==> config.mk <==
export PLATFORM = sky130hd
export DESIGN_NAME = encaps_hash_seq
export DESIGN_NICKNAME = d
export VERILOG_FILES = /design/src/rtl/encaps_pkg.sv /design/src/rtl/encaps_hash_seq.sv
export SDC_FILE = /design/constraint.sdc
export NUM_CORES = 1
export LEC_CHECK = 0
export BUFFER_PORTS_ARGS = -buffer_cell sky130_fd_sc_hd__buf_2
export CORE_MARGIN = 2
export CORE_UTILIZATION = 50
export DETAILED_ROUTE_END_ITERATION = 7
export PLACE_DENSITY = 0.77
export SLEW_MARGIN = 20
export SYNTH_ARGS = -nofsm -noshare
export SYNTH_HDL_FRONTEND = slang
export SYNTH_SLANG_ARGS = --single-unit
export TNS_END_PERCENT = 1
==> constraint.sdc <==
create_clock -name clk -period 1.9 [get_ports clk]
set_clock_uncertainty 0.1 [all_clocks]
set_input_delay 0.38 -clock clk [delete_from_list [all_inputs] [get_ports clk]]
set_output_delay 0.38 -clock clk [all_outputs]
set_load 0.02 [all_outputs]
==> src/rtl/encaps_pkg.sv <==
// Shared types and defaults for the Encaps front-end sequencer.
package encaps_pkg;

  localparam int unsigned FILL_CYC_DEF  = 700;
  localparam int unsigned UP_CYC_DEF    = 351;
  localparam int unsigned STEP_CYC_DEF  = 5;
  localparam int unsigned BLK_STEPS_DEF = 68;
  localparam int unsigned MSG_STEPS_DEF = 140;

  typedef enum logic [3:0] {
    S_INIT   = 4'd0,
    S_FILL   = 4'd1,
    S_PACK   = 4'd2,
    S_ABSORB = 4'd3,
    S_KSTART = 4'd4,
    S_ROUND  = 4'd5,
    S_RCLR   = 4'd6,
    S_PAD    = 4'd7,
    S_ANSWER = 4'd8,
    S_DONE   = 4'd9
  } state_e;

  localparam logic [1:0] P3_DATA = 2'b00;
  localparam logic [1:0] P3_LAST = 2'b01;
  localparam logic [1:0] P3_PAD  = 2'b10;
  localparam logic [1:0] P3_IDLE = 2'b11;

  typedef struct packed {
    logic       ovr_rst1;
    logic       ovr_rst2;
    logic       halt_n;
    logic       sipo_u_clk;
    logic       sipo_t_clk;
    logic       sipo_p_clk;
    logic       sipo_p_stop;
    logic       p3_rst;
    logic [1:0] p3_count;
    logic       hash_rst1;
    logic       hash_rst2;
    logic       hash_sp;
    logic       hash_keccak;
    logic       hash_clk;
    logic       hash_ans;
  } seq_out_t;

endpackage

==> src/rtl/encaps_hash_seq.sv <==
// Encaps front-end sequencer: one FSM issuing enable strobes for unpack, ternary fill,
// S3 pack and SHA3-256 absorb/permute; all outputs are registered Moore decodes.
module encaps_hash_seq
  import encaps_pkg::*;
#(
  parameter int unsigned FILL_CYC  = FILL_CYC_DEF,
  parameter int unsigned UP_CYC    = UP_CYC_DEF,
  parameter int unsigned STEP_CYC  = STEP_CYC_DEF,
  parameter int unsigned BLK_STEPS = BLK_STEPS_DEF,
  parameter int unsigned MSG_STEPS = MSG_STEPS_DEF
) (
  input  logic       clk,
  input  logic       rst,
  output logic       ovr_rst1,
  output logic       ovr_rst2,
  output logic       halt_n,
  output logic       sipo_u_clk,
  output logic       sipo_t_clk,
  output logic       sipo_p_clk,
  output logic       sipo_p_stop,
  output logic       p3_rst,
  output logic [1:0] p3_count,
  output logic       hash_rst1,
  output logic       hash_rst2,
  output logic       hash_sp,
  output logic       hash_keccak,
  output logic       hash_clk,
  output logic       hash_ans,
  input  logic       hash_fin
);

  state_e     state_q, state_d;
  logic [9:0] fill_q,  fill_d;
  logic [8:0] up_q,    up_d;
  logic [2:0] sub_q,   sub_d;
  logic [7:0] step_q,  step_d;
  logic [1:0] blk_q,   blk_d;
  seq_out_t   out_q,   out_d;

  // Output decode for a given state/counter snapshot; applied to next-state so outputs
  // line up with the state they belong to.
  function automatic seq_out_t decode(input state_e st, input logic [8:0] up,
                                      input logic [2:0] sub, input logic [7:0] step);
    seq_out_t o;
    o            = '0;
    o.halt_n     = 1'b1;
    o.p3_count   = P3_IDLE;
    // The unpacker runs alongside everything else until its budget is spent.
    o.sipo_u_clk = (st != S_INIT) && (up != 9'(UP_CYC));
    case (st)
      S_INIT: begin
        o.ovr_rst1  = 1'b1;
        o.ovr_rst2  = 1'b1;
        o.p3_rst    = 1'b1;
        o.hash_rst1 = 1'b1;
        o.hash_rst2 = 1'b1;
      end
      S_FILL: o.sipo_t_clk = 1'b1;
      S_PACK: begin
        o.sipo_t_clk = 1'b1;
        o.sipo_p_clk = (sub == 3'd0);
        o.p3_count   = (step == 8'(MSG_STEPS - 1)) ? P3_LAST : P3_DATA;
      end
      S_PAD: begin
        o.sipo_p_clk = 1'b1;
        o.p3_count   = P3_PAD;
      end
      S_ABSORB: begin
        o.sipo_p_stop = 1'b1;
        o.hash_sp     = 1'b1;
      end
      S_KSTART: o.hash_keccak = 1'b1;
      S_ROUND:  o.hash_clk    = 1'b1;
      S_RCLR: begin
        o.hash_rst2 = 1'b1;
        o.p3_rst    = 1'b1;
      end
      S_ANSWER: o.hash_ans = 1'b1;
      S_DONE:   o.halt_n   = 1'b0;
      default:  o.halt_n   = 1'b1;
    endcase
    return o;
  endfunction

  // Next-state, counter updates and next-cycle output decode.
  always_comb begin
    state_d = state_q;
    fill_d  = fill_q;
    up_d    = up_q;
    sub_d   = sub_q;
    step_d  = step_q;
    blk_d   = blk_q;

    if ((state_q != S_INIT) && (up_q != 9'(UP_CYC))) begin
      up_d = up_q + 9'd1;
    end else begin
      up_d = up_q;
    end

    case (state_q)
      S_INIT: state_d = S_FILL;
      S_FILL: begin
        if (fill_q == 10'(FILL_CYC - 1)) begin
          state_d = S_PACK;
        end else begin
          fill_d = fill_q + 10'd1;
        end
      end
      S_PACK: begin
        if (sub_q == 3'(STEP_CYC - 1)) begin
          sub_d = 3'd0;
          if (step_q == 8'(MSG_STEPS - 1)) begin
            state_d = S_PAD;
          end else begin
            step_d = step_q + 8'd1;
            // Rate block full: hand the 136-byte buffer to the hash.
            if ((step_q == 8'(BLK_STEPS - 1)) || (step_q == 8'(2 * BLK_STEPS - 1))) begin
              state_d = S_ABSORB;
            end else begin
              state_d = S_PACK;
            end
          end
        end else begin
          sub_d = sub_q + 3'd1;
        end
      end
      S_PAD:    state_d = S_ABSORB;
      S_ABSORB: state_d = S_KSTART;
      S_KSTART: state_d = S_ROUND;
      S_ROUND: begin
        if (hash_fin) begin
          state_d = S_RCLR;
        end else begin
          state_d = S_ROUND;
        end
      end
      S_RCLR: begin
        if (blk_q == 2'd2) begin
          state_d = S_ANSWER;
        end else begin
          blk_d   = blk_q + 2'd1;
          state_d = S_PACK;
        end
      end
      S_ANSWER: state_d = S_DONE;
      S_DONE:   state_d = S_DONE;
      default:  state_d = S_INIT;
    endcase

    out_d = decode(state_d, up_d, sub_d, step_d);
  end

  // State, counter and output registers with synchronous reset.
  always_ff @(posedge clk) begin
    if (rst) begin
      state_q <= S_INIT;
      fill_q  <= 10'd0;
      up_q    <= 9'd0;
      sub_q   <= 3'd0;
      step_q  <= 8'd0;
      blk_q   <= 2'd0;
      out_q   <= decode(S_INIT, 9'd0, 3'd0, 8'd0);
    end else begin
      state_q <= state_d;
      fill_q  <= fill_d;
      up_q    <= up_d;
      sub_q   <= sub_d;
      step_q  <= step_d;
      blk_q   <= blk_d;
      out_q   <= out_d;
    end
  end

  assign ovr_rst1    = out_q.ovr_rst1;
  assign ovr_rst2    = out_q.ovr_rst2;
  assign halt_n      = out_q.halt_n;
  assign sipo_u_clk  = out_q.sipo_u_clk;
  assign sipo_t_clk  = out_q.sipo_t_clk;
  assign sipo_p_clk  = out_q.sipo_p_clk;
  assign sipo_p_stop = out_q.sipo_p_stop;
  assign p3_rst      = out_q.p3_rst;
  assign p3_count    = out_q.p3_count;
  assign hash_rst1   = out_q.hash_rst1;
  assign hash_rst2   = out_q.hash_rst2;
  assign hash_sp     = out_q.hash_sp;
  assign hash_keccak = out_q.hash_keccak;
  assign hash_clk    = out_q.hash_clk;
  assign hash_ans    = out_q.hash_ans;

endmodule

======== After elaboration in Yosys (flattened, before gate mapping) ========
Cells that the tools add are included.
operators by class
  eq/ne operators ......................... 27
  multiplexer cells ....................... 25
  reductions and logical operators ........ 13
  bitwise operators ....................... 2
  $add $sub $neg .......................... 5
operator list
  cell                                                                    number
  4-bit case mux with 9 select lines                                      1
  4-bit by 3-bit equality test with 1-bit output (second input constant)  8
  8-bit equality test (second input constant)                             3
  8-bit two-way mux                                                       3
  9-bit inequality test (second input constant)                           2
  4-bit by 2-bit equality test with 1-bit output (second input constant)  4
  4-bit equality test (second input constant)                             4
  4-bit two-way mux                                                       3
  10-bit by 1-bit adder with 10-bit output (second input constant)        1
  10-bit equality test (second input constant)                            1
  1-bit two-way mux                                                       10
  9-bit by 1-bit adder with 9-bit output (second input constant)          1
  3-bit two-way mux                                                       3
  9-bit two-way mux                                                       1
  8-bit by 1-bit adder with 8-bit output (second input constant)          1
  4-bit by 1-bit equality test with 1-bit output (second input constant)  2
  8-bit by 7-bit equality test with 1-bit output (second input constant)  1
  4-bit logical NOT                                                       2
  4-bit nonzero test                                                      2
  2-bit OR reduction                                                      3
  2-bit two-way mux                                                       2
  2-bit case mux with 2 select lines                                      1
  2-bit AND reduction                                                     2
  3-bit by 1-bit adder with 3-bit output (second input constant)          1
  8 further kinds                                                         10
storage, ports and cells
  output and inout port bits .............. 16
  input bits .............................. 3
  bits in registers ....................... 50
  word-level logic and storage cells ...... 91

======== Depth between registers and ports, before layout ========
Gate-level depths: netlist of the first run.
  depth after elaboration ................. 9
  gate-level depth with buffers ........... 8
  gate-level depth less buffers ........... 7

======== Worst setup path after synthesis of the first run ========
No wires, ideal clock.
  kind .................................... register to register
  start ................................... reg blk_q[0]
  end ..................................... reg out_q (netlist bit sipo_t_clk)
  buffers on the path ..................... 1
  path slack .............................. -0.054 ns
  stages on the path, launching flop included .. 9
  library setup time ...................... 0.130 ns
  period minus slack after synthesis ...... 1.954 ns
  arrival time ............................ 1.723 ns
  required time ........................... 1.670 ns
  cell sequence ........................... dfxtp_1 inv_1 ha_1 a21bo_2 a2111oi_0 or2_2 clkbuf_1 nand2b_1 mux2i_1
on the way
  word-level cells in the longest chain between the ends .. 6
  elaborated cells between the ends (all ways) .. 7
  classes of those cells .................. eq/ne (3); mux (3); reduce/logical (1)
RTL lines
  element                                                                                                           line                    text
  start, declared                                                                                                   encaps_hash_seq.sv:37   logic [1:0] blk_q, blk_d;
  start signal, assigned                                                                                            encaps_hash_seq.sv:169  blk_q <= blk_d;
  2-bit equality test (*)                                                                                           encaps_hash_seq.sv:138  if (blk_q == 2'd2) begin
  4-bit two-way mux (*)                                                                                             encaps_hash_seq.sv:138
  4-bit case mux with 9 select lines (*)                                                                            encaps_hash_seq.sv:100  case (state_q)
  4-bit by 2-bit equality test with 1-bit output or 4-bit by 1-bit equality test with 1-bit output (tied branches)  encaps_hash_seq.sv:50   case (st)
  2-bit OR reduction (no line) (*)                                                                                  --
  1-bit two-way mux (*)                                                                                             encaps_hash_seq.sv:50
  end signal, assigned                                                                                              encaps_hash_seq.sv:162  out_q <= decode(S_INIT, 9'd0, 3'd0, 8'd0);
  end signal, assigned                                                                                              encaps_hash_seq.sv:170  out_q <= out_d;
  end, declared                                                                                                     encaps_hash_seq.sv:38   seq_out_t out_q, out_d;
Mark *: on every way between the ends. The rest lies on a longest branch, timed or not.
A chain may end at the register's enable or synchronous reset.

======== Worst setup path after layout of the first run ========
  start ................................... reg state_q[0]
  end ..................................... reg out_q (netlist bit p3_count[0])
on the way
  word-level cells in the longest chain between the ends .. 5
  elaborated cells between the ends (all ways) .. 20
  classes of those cells .................. eq/ne (12); mux (6); reduce/logical (2)
RTL lines
  element                                                                                line                                           text
  start, declared                                                                        encaps_hash_seq.sv:32                          state_e state_q, state_d;
  start signal, assigned                                                                 encaps_hash_seq.sv:164                         state_q <= state_d;
  4-bit equality test or 4-bit by 2-bit equality test with 1-bit output (tied branches)  encaps_hash_seq.sv:100
  2-bit OR reduction (no line) or 8-bit two-way mux (tied branches)                      --
  4-bit case mux with 9 select lines or 8-bit equality test (tied branches)              encaps_hash_seq.sv:100, encaps_hash_seq.sv:62
  4-bit by 3-bit equality test with 1-bit output, or another cell as far along           encaps_hash_seq.sv:50
  2-bit case mux with 2 select lines (*)                                                 encaps_hash_seq.sv:50
Marked as above.

==> tab_implementation.tex, run 1 <==
\begin{tabular}{lr}
\hline
Metric & Value \\
\hline
\multicolumn{2}{l}{\textbf{Critical path}} \\
Endpoint of the most critical register-to-register path & p3\_count[0] \\
Standard cell with the maximum stage delay on the critical path & sky130\_fd\_sc\_hd\_\_dfxtp\_2 \\
Timing endpoint of the critical path & p3\_count[0] \\
Kind of end point of the critical path & flop \\
Register-to-register path setup slack & -0.09 ns \\
Cell-by-cell trace of the critical path & buf\_4 > nor4b\_4 > buf\_4 > nand3\_4 > o31a\_1 > a31oi\_1 > o31ai\_1 \\
Startpoint of the worst setup timing path & state\_q[0] \\
Crit path launch type & flop \\
Required time at the worst-slack endpoint & slightly below 2 ns \\
Number of logic stages on the critical path including buffering & 7 \\
Largest stage delay on the critical path & around 0.36 ns \\
Arrival time reported for the critical path endpoint & between 2 and 2.5 ns \\
Crit path kind & flop to flop \\
R2R depth & 7 \\
Critical R2R Launch & state\_q[0] \\
Worst Path Max Fanout & 6 \\
Largest delay share family, worst path & compound AO/OA/AOI/OAI gates \\
Buffers and inverters on the worst path & 2 \\
Cell type with the highest occurrence count on the critical path & sky130\_fd\_sc\_hd\_\_buf\_4 \\
\multicolumn{2}{l}{\textbf{Placed design}} \\
Post-detailed-placement cell area & approximately 2900 um\^{}2 \\
Detailed Place HPWL & about 3800 um \\
Count of buffers from port buffering & 18 \\
Global placement routability congestion & 0.808 \\
Placed insts & 388 \\
\multicolumn{2}{l}{\textbf{Clock tree}} \\
Number of CTS-inserted buffers & 5 \\
Clock slew at reported path FFs & $\sim$0.090 ns \\
Clock tree from TritonCTS & yes \\
Source-to-sink clock delay at the later pin of the worst-skew pair & approximately 0.3 ns \\
Clock sink count & between 40 and 50 \\
Buffer type at the clock tree root & sky130\_fd\_sc\_hd\_\_clkbuf\_8 \\
Number of levels in the clock H-tree & 2 \\
Hold buffer count at cts & 0 \\
Clock tree buffer depth & 2 \\
\multicolumn{2}{l}{\textbf{Logic synthesis}} \\
Flip-flop cell with the highest count after synthesis & sky130\_fd\_sc\_hd\_\_dfxtp\_1 \\
Number of synthesized flops with an enable pin & 0 \\
Post-synthesis instance area & 2470 um\^{}2 \\
Post-synth net total & 291 \\
Syn avg cell area & roughly 9 um\^{}2 \\
Distinct cells, synth & 57 \\
Syn Inst Count & 282 \\
FF+latch count, synth & 48 \\
Seq/Total Area, Yosys & $\sim$39\% \\
Number of synthesis warnings & 0 \\
Fraction of synthesis flops using an asynchronous set or reset pin & 0\% \\
\multicolumn{2}{l}{\textbf{Final layout}} \\
Number of fill cells in the layout & between 300 and 400 \\
Area added between synthesis and finish & 26.0\% \\
Proportion of layout cells with a drive suffix above 1 & around a third \\
Number of diodes & 0 \\
Final cell count without fillers & 403 \\
Final net count & 344 \\
Final design area excluding fillers & 3120 um\^{}2 \\
Final core utilization & 65.6\% \\
\multicolumn{2}{l}{\textbf{Timing}} \\
Worst Setup Slack, final & -0.0866 ns \\
Setup repair after global routing missed its margin & true \\
Post-route fraction of the period consumed by the critical path & 105\% \\
Number of endpoints with negative hold slack in the final report & 0 \\
Transition at the pin with the smallest max-transition slack & $\sim$0.47 ns \\
Smallest hold slack & 0.322 ns \\
Crit path time final & 1.99 ns \\
Max-Slew Margin vs Limit & 68.5\% \\
Highest clock rate & around 500 MHz \\
Number of pins with negative max-slew slack in the final report & 0 \\
Total setup violations reported at the end of the flow & 3 \\
\multicolumn{2}{l}{\textbf{Drt}} \\
Final wirelength & 5330 um \\
Via/cell ratio & $\sim$5.3 \\
Vias after detailed routing & between 2k and 2.5k \\
Violation count after the first detailed-route iteration & $\sim$210 \\
First-pass iteration count of the detailed router & 4 \\
Wire length per cell after detailed routing & 13.2 um \\
DRC violations left & 0 \\
Antenna violation net count after detailed routing & 0 \\
\multicolumn{2}{l}{\textbf{GRT}} \\
Pin count of the biggest net entering global routing & 20 \\
Global-route total usage across every layer & between 20\% and 30\% \\
Total global routing overflow & 0 \\
Global-route wire length before repair & just under 9000 um \\
Via count of the first global-routing pass & just under 2k \\
Initial antenna violation count & 0 \\
\multicolumn{2}{l}{\textbf{Pwr}} \\
Worst VDD drop & around 330 uV \\
P\_leak & 1.25 nW \\
Pwr per Cell Area & 695 nW/um\^{}2 \\
\multicolumn{2}{l}{\textbf{Worst hold path}} \\
Worst min-delay path category & input port to flop \\
\multicolumn{2}{l}{\textbf{Floorplan}} \\
Starting Density & 52.0\% \\
Die span in y & around 74 um \\
Width of the die & 74.3 um \\
Area of the die & $\sim$5500 um\^{}2 \\
Number of standard-cell rows in the floorplan & 25 \\
Total I/O pin count & 19 \\
Placeable core area & approximately 4800 um\^{}2 \\
\multicolumn{2}{l}{\textbf{Status}} \\
Violations in the final reports & negative setup slack \\
Run status & finished, violations left \\
\multicolumn{2}{l}{\textbf{Run}} \\
Max-cap check violation count & 0 \\
\hline
\end{tabular}
where the power goes:
| group | internal, W | switching (W) | leakage, nW |
|---|---|---|---|
| Sequential | 0.00104 | 0.0000211 | 0.392 |
| Clock | 0.000430 | 0.000346 | 0.0614 |
| Combinational | 0.000163 | 0.000170 | 0.801 |
routing by layer:
layer  global-route usage (%)  vias up  share of wire [%]
li1                         -     1080                  -
met1                     26.2     1019                 46
met2                     33.1       41                 49
met3                     5.15        6                3.4
met4                     7.94        0                1.3
met5                        0        -                  0
layout by cell type, fill, tap and decap left out, drive strengths merged, types with 3 or more instances in the layout:
cell type  count
a21oi         10
mux2i          4
nand2         27
dfxtp         48
nor2          36
xor2          13
or3            3
and2           3
nor4           4
ha             6
nand4          3
nand2b         3
nor2b          4
xnor2         11
buf           67
and4           3
nor3           9
o21ai          7
o21bai         3
clkbuf         6
or2            3
a31oi          6
nand3         14
and3           4
nor4b          4
inv            6
registers in the layout, summed over array words and instances, names as in the netlist, 2 cells and up:
register and flops:
blk_q 2, sub_q 3, state_q 4, fill_q 10, p3_count 2, up_q 9, step_q 8
per-stage QoR:
stage	setup TNS [ns]	worst slack, ns	power [W]
2_1_floorplan	-0.0267	-0.0133	0.00128
3_3_place_gp	-0.214	-0.0682	0.00137
3_5_place_dp	-0.715	-0.147	0.00138
4_1_cts	-0.169	-0.0893	0.00215
5_1_grt	-1.46	-0.234	0.00225
6_report	-0.154	-0.0866	0.00217
area by class of cell:
class	instances	area, um^2	share of cell area (%)
sequential	48	971	31.1
clock buffer	6	82.6	2.65
timing repair buffer	67	462	14.8
multi-input combinational	207	1460	46.7
inverter	6	22.5	0.722
clock inverter	2	38.8	1.24
tap	67	83.8	2.69
synthesized netlist by cell type (6+ instances only):
cell type | n | share of area [%]
sky130_fd_sc_hd__nand3_1 | 12 | 2.4
sky130_fd_sc_hd__xnor2_1 | 11 | 3.9
sky130_fd_sc_hd__inv_1 | 6 | 0.91
sky130_fd_sc_hd__dfxtp_1 | 48 | 39
sky130_fd_sc_hd__ha_1 | 6 | 3.0
sky130_fd_sc_hd__nor3_1 | 8 | 1.6
sky130_fd_sc_hd__nor2_1 | 36 | 5.5
sky130_fd_sc_hd__nand2_1 | 27 | 4.1
sky130_fd_sc_hd__clkbuf_1 | 12 | 1.8
sky130_fd_sc_hd__a21oi_1 | 10 | 2.0
sky130_fd_sc_hd__xor2_1 | 13 | 4.6
sky130_fd_sc_hd__o21ai_0 | 6 | 1.2
what timing repair did:
| action | 4_1_cts | 5_1_grt |
|---|---|---|
| setup endpoints to repair | 15 | 19 |
| pin swaps | 1 | 9 |
| gates resized for setup | 9 | 13 |
| setup buffers | 0 | 7 |
logic make-up (layout without fill, tap and decap cells):
family,Yosys count,in the layout,share of synthesized area [%]
adder cells (fa/ha/maj),6,6,3.03
AO/OA/AOI/OAI,39,39,11.6
flip-flops,48,48,38.8
XOR/XNOR,24,24,8.50
AND/OR/NAND/NOR,134,134,30.9
buffers and inverters,27,81,5.51
multiplexers,4,4,1.62
how the worst min path moves through the flow:
stage | end | slack, ns | start | cells after the start
final | hash_rst2 | 0.32 | hash_fin | 3
after CTS | hash_rst2 | 0.31 | hash_fin | 3
after global placement | step_q[1] | 0.37 | step_q[1] | 2
after detailed placement | step_q[1] | 0.39 | step_q[1] | 2
after global routing | hash_rst2 | 0.36 | hash_fin | 3
after floorplan | sub_q[1] | 0.35 | sub_q[1] | 2
tightest hold or removal path, delay by kind of cell:
family | cells | cell delay [ns]
AOI/OAI and AO/OA | 2 | 0.20
buffers and inverters | 1 | 0.11
Power figures use the tool's default switching activity.
==> run 2, diff against run 1 <==
--- a/config.mk
+++ b/config.mk
@@ -5,6 +5,7 @@
 export SDC_FILE = /design/constraint.sdc
 export NUM_CORES = 1
 export LEC_CHECK = 0
+export ABC_AREA = 1
 export BUFFER_PORTS_ARGS = -buffer_cell sky130_fd_sc_hd__buf_2
 export CORE_MARGIN = 2
 export CORE_UTILIZATION = 50
==> run 2 against run 1 <==
The run now ends clean; final cell count is 17% higher; wire length is 0.75% higher; utilization is 7.4 points lower; synthesized area is 4.0% higher; largest power group unchanged; worst hold slack worse by 0.037 ns; sequential share of layout area is 2.0 points higher; highest routed layer unchanged; via count is 11% higher; die area is 3.8% higher; sequential power hardly changed.
==> tab_implementation.tex, run 2 <==
\begin{tabular}{lr}
\hline
Metric & Value \\
\hline
\multicolumn{2}{l}{\textbf{Clock tree}} \\
Clock sink count & 48 (unchanged) \\
Clock tree from TritonCTS & yes \\
Clock tree buffer depth & 2 (unchanged) \\
Number of CTS-inserted buffers & 5 (unchanged) \\
Clock slew at reported path FFs & 0.09 ns (about the same) \\
Number of levels in the clock H-tree & 2 (unchanged) \\
Source-to-sink clock delay at the later pin of the worst-skew pair & 0.30 ns (about the same) \\
Buffer type at the clock tree root & sky130\_fd\_sc\_hd\_\_clkbuf\_8 \\
Hold buffer count at cts & 0 (unchanged) \\
\multicolumn{2}{l}{\textbf{Pwr}} \\
Portion of total power attributed to sequential cells & 57.0\% (+8.2 points) \\
Net switching power of the design & 0.000460 W (-14\%) \\
Pwr per Cell Area & 624 nW/um\^{}2 (-10\%) \\
Worst VDD drop & 391 uV (+17\%) \\
Total Power & 0.00183 W (-16\%) \\
Gate power share & 8.1\% (-7.3 points) \\
Int Power & 0.00137 W (-16\%) \\
Share of power burned in the clock network & 34.9\% (-0.9 points) \\
Net Sw Frac & 25.2\% (+0.39 points) \\
P\_leak & 1.31 nW (+4.5\%) \\
\multicolumn{2}{l}{\textbf{Drt}} \\
Antenna violation net count after detailed routing & 0 (unchanged) \\
First-pass iteration count of the detailed router & 4 (unchanged) \\
Final wirelength & 5370 um (+0.75\%) \\
Wire length per cell after detailed routing & 11.4 um (-14\%) \\
DRC violations left & 0 (unchanged) \\
Via/cell ratio & 5.04 (-5.3\%) \\
Met3 WL post-DR & 183 um (-0.54\%) \\
Uppermost layer routed & met4 \\
Post-Route M1 WL & 2510 um (+2.5\%) \\
Violation count after the first detailed-route iteration & 82 (-61\%) \\
Met2 wire len & 2560 um (-2.9\%) \\
Vias after detailed routing & 2386 (+11\%) \\
\multicolumn{2}{l}{\textbf{GRT}} \\
Initial antenna violation count & 0 (unchanged) \\
Via count of the first global-routing pass & 2052 (+5.4\%) \\
Global-route wire length before repair & 8700 um (+0.39\%) \\
Global-route total usage across every layer & 19.8\% (-0.62 points) \\
Total global routing overflow & 0 (unchanged) \\
Pin count of the biggest net entering global routing & 19 (-5.0\%) \\
\multicolumn{2}{l}{\textbf{Critical path}} \\
Required time at the worst-slack endpoint & 2.01 ns (+0.03 ns) \\
Crit path kind & flop to flop \\
Worst Path Max Fanout & 4 (-2) \\
Kind of end point of the critical path & flop \\
Arrival time reported for the critical path endpoint & 1.87 ns (-0.20 ns) \\
Crit path launch type & flop \\
\multicolumn{2}{l}{\textbf{Floorplan}} \\
Die span in y & 75.7 um (+1.9\%) \\
Placeable core area & 5040 um\^{}2 (+6.1\%) \\
Number of standard-cell rows in the floorplan & 26 (+4.0\%) \\
Total I/O pin count & 19 (unchanged) \\
Starting Density & 51.0\% (-1.0 points) \\
Width of the die & 75.7 um (+1.9\%) \\
Area of the die & 5740 um\^{}2 (+3.8\%) \\
\multicolumn{2}{l}{\textbf{Final layout}} \\
Area added between synthesis and finish & 14.1\% \\
Top flop regs & fill\_q x10, up\_q x9, step\_q x8 \\
Number of diodes & 0 (unchanged) \\
Most frequent cells in the layout & sky130\_fd\_sc\_hd\_\_nand2\_1 (87), sky130\_fd\_sc\_hd\_\_inv\_1 (51), sky130\_fd\_sc\_hd\_\_nor2\_1 (50), sky130\_fd\_sc\_hd\_\_dfxtp\_1 (42), sky130\_fd\_sc\_hd\_\_nand3\_1 (26) \\
Top reg by flops & fill\_q \\
Final core utilization & 58.2\% (-7.4 points) \\
Max FFs per register & 10 (unchanged) \\
Area used by multi-input combinational logic & 1410 um\^{}2 (-3.0\%) \\
Proportion of layout cells with a drive suffix above 1 & 19.6\% (-12 points) \\
Final net count & 411 (+19\%) \\
Register area & 971 um\^{}2 (unchanged) \\
Commonest non-fill, non-tap cell in the layout & sky130\_fd\_sc\_hd\_\_nand2\_1 \\
Number of fill cells in the layout & 479 (+26\%) \\
\multicolumn{2}{l}{\textbf{Logic synthesis}} \\
FF+latch count, synth & 48 (unchanged) \\
Post-synthesis instance area & 2570 um\^{}2 (+4.0\%) \\
Number of synthesized flops with an enable pin & 0 (unchanged) \\
Syn Inst Count & 376 (+33\%) \\
Top area cells in the synthesized netlist & sky130\_fd\_sc\_hd\_\_dfxtp\_1 (37\%), sky130\_fd\_sc\_hd\_\_nand2\_1 (13\%), sky130\_fd\_sc\_hd\_\_inv\_1 (7.9\%) \\
Post-synthesis adder-cell area fraction & 2.92\% (-0.12 points) \\
Portion of netlist area occupied by mux cells & 0\% (-1.6 points) \\
Most instantiated cells after synthesis & sky130\_fd\_sc\_hd\_\_nand2\_1 (89), sky130\_fd\_sc\_hd\_\_inv\_1 (54), sky130\_fd\_sc\_hd\_\_nor2\_1 (54) \\
Post-synth top area cell & sky130\_fd\_sc\_hd\_\_dfxtp\_1 \\
Simple-Gate Fraction of Synth Area & 38.9\% (+8.0 points) \\
Syn avg cell area & 6.84 um\^{}2 (-22\%) \\
Compound-Gate Fraction of Synth Area & 8.80\% (-2.8 points) \\
Seq/Total Area, Yosys & 37.4\% (-1.5 points) \\
Fraction of synthesized cell area in xor and xnor cells & 1.36\% (-7.1 points) \\
Flip-flop cell with the highest count after synthesis & sky130\_fd\_sc\_hd\_\_dfxtp\_1 \\
Distinct cells, synth & 34 (-40\%) \\
Area share of the largest cell type after synthesis & 37.4\% (-1.5 points) \\
Fraction of synthesis flops using an asynchronous set or reset pin & 0\% (unchanged) \\
Number of synthesis warnings & 0 (unchanged) \\
Post-synth net total & 385 (+32\%) \\
Most frequent cell after synthesis & sky130\_fd\_sc\_hd\_\_nand2\_1 \\
Dominant combinational cell family by area after synthesis & simple AND/OR/NAND/NOR gates \\
\multicolumn{2}{l}{\textbf{Timing}} \\
Transition at the pin with the smallest max-transition slack & 0.363 ns (-0.103 ns) \\
Smallest hold slack & 0.285 ns (-0.0373 ns) \\
Crit path time final & 1.76 ns (-0.222 ns) \\
Number of pins with negative max-slew slack in the final report & 0 (unchanged) \\
Total setup violations reported at the end of the flow & 0 (-3) \\
Number of endpoints with negative hold slack in the final report & 0 (unchanged) \\
Highest clock rate & 567 MHz (+13\%) \\
Max-Slew Margin vs Limit & 75.8\% (+7.2 points) \\
Post-route fraction of the period consumed by the critical path & 92.9\% (-12 points) \\
\multicolumn{2}{l}{\textbf{Placed design}} \\
Global placement routability congestion & 0.886 (+9.8\%) \\
Count of buffers from port buffering & 18 (unchanged) \\
Detailed Place HPWL & 4010 um (+4.6\%) \\
\multicolumn{2}{l}{\textbf{Worst hold path}} \\
Worst min-delay path category & input port to flop \\
\multicolumn{2}{l}{\textbf{Run}} \\
Max-cap check violation count & 0 (unchanged) \\
\multicolumn{2}{l}{\textbf{Status}} \\
Run status & completed \\
\hline
\end{tabular}
==> run 2: area by class of cell <==
| class | count | share of cell area (%) |
|---|---|---|
| clock buffer | 7 | 2.94 |
| multi-input combinational | 263 | 48.2 |
| sequential | 48 | 33.1 |
| timing repair buffer | 25 | 4.99 |
| inverter | 59 | 7.55 |
| clock inverter | 1 | 0.256 |
| tap | 70 | 2.99 |
==> run 2: critical path, cell delays in order, from the launching register on <==
cell	delay (ns)
sky130_fd_sc_hd__dfxtp_2	0.34
sky130_fd_sc_hd__inv_1	0.05
sky130_fd_sc_hd__ha_2	0.17
sky130_fd_sc_hd__nand2_2	0.06
sky130_fd_sc_hd__buf_6	0.14
sky130_fd_sc_hd__nor2_4	0.10
sky130_fd_sc_hd__nand2_2	0.08
sky130_fd_sc_hd__nor3_4	0.21
sky130_fd_sc_hd__nand2_1	0.07
sky130_fd_sc_hd__nand2_1	0.08
sky130_fd_sc_hd__nand2_1	0.06
sky130_fd_sc_hd__nand2_1	0.07
sky130_fd_sc_hd__nor2_2	0.04
sky130_fd_sc_hd__nand2_1	0.06
sky130_fd_sc_hd__nand2_1	0.04
==> run 2: metal layers <==
layer  up-vias  track usage, %
li1       1247               -
met1      1090            25.2
met2        36            32.0
met3        13            4.50
met4         0            8.77
met5         -               0
==> run 2: kinds of logic (layout without fill, tap and decap cells) <==
group / Yosys count / after routing
adder cells (fa/ha/maj): 6 / 6
AO/OA/AOI/OAI: 41 / 41
flip-flops: 48 / 48
XOR/XNOR: 4 / 4
buffers and inverters: 67 / 92
AND/OR/NAND/NOR: 210 / 212
==> run 2: repair_timing <==
action	CTS	global route
gates resized for setup	0	29
setup buffers	0	3
setup endpoints to repair	0	6
==> run 2: worst paths after layout <==
check                           startpoint     endpoint  slack [ns]  depth (start not counted)
worst max register to register    sub_q[0]  p3_count[0]        0.14                         14
worst max-delay path              sub_q[0]  p3_count[0]        0.14                         14
worst min-delay path              hash_fin    hash_rst2        0.29                          3
worst min register to register   fill_q[5]    fill_q[5]        0.37                          1
==> run 2: power groups by stage <==
stage / Sequential, W / Clock, W / Combinational (W)
after floorplan: 0.00107 / 0 / 0.000105
after global routing: 0.00105 / 0.000693 / 0.000168
final: 0.00104 / 0.000639 / 0.000147
after global placement: 0.00106 / 0 / 0.000141
after detailed placement: 0.00107 / 0 / 0.000143
after CTS: 0.00104 / 0.000652 / 0.000144
==> run 2: stage by stage <==
| step | area (um^2) | setup TNS, ns | cells | worst slack, ns |
|---|---|---|---|---|
| 2_1_floorplan | 2570 | 0 | 376 | 0.209 |
| 3_3_place_gp | 2730 | 0 | 460 | 0.115 |
| 3_5_place_dp | 2730 | 0 | 460 | 0.0745 |
| 4_1_cts | 2820 | 0 | 468 | 0.0495 |
| 5_1_grt | 2930 | -0.0466 | 473 | -0.0389 |
| 6_report | 2930 | 0 | 473 | 0.136 |
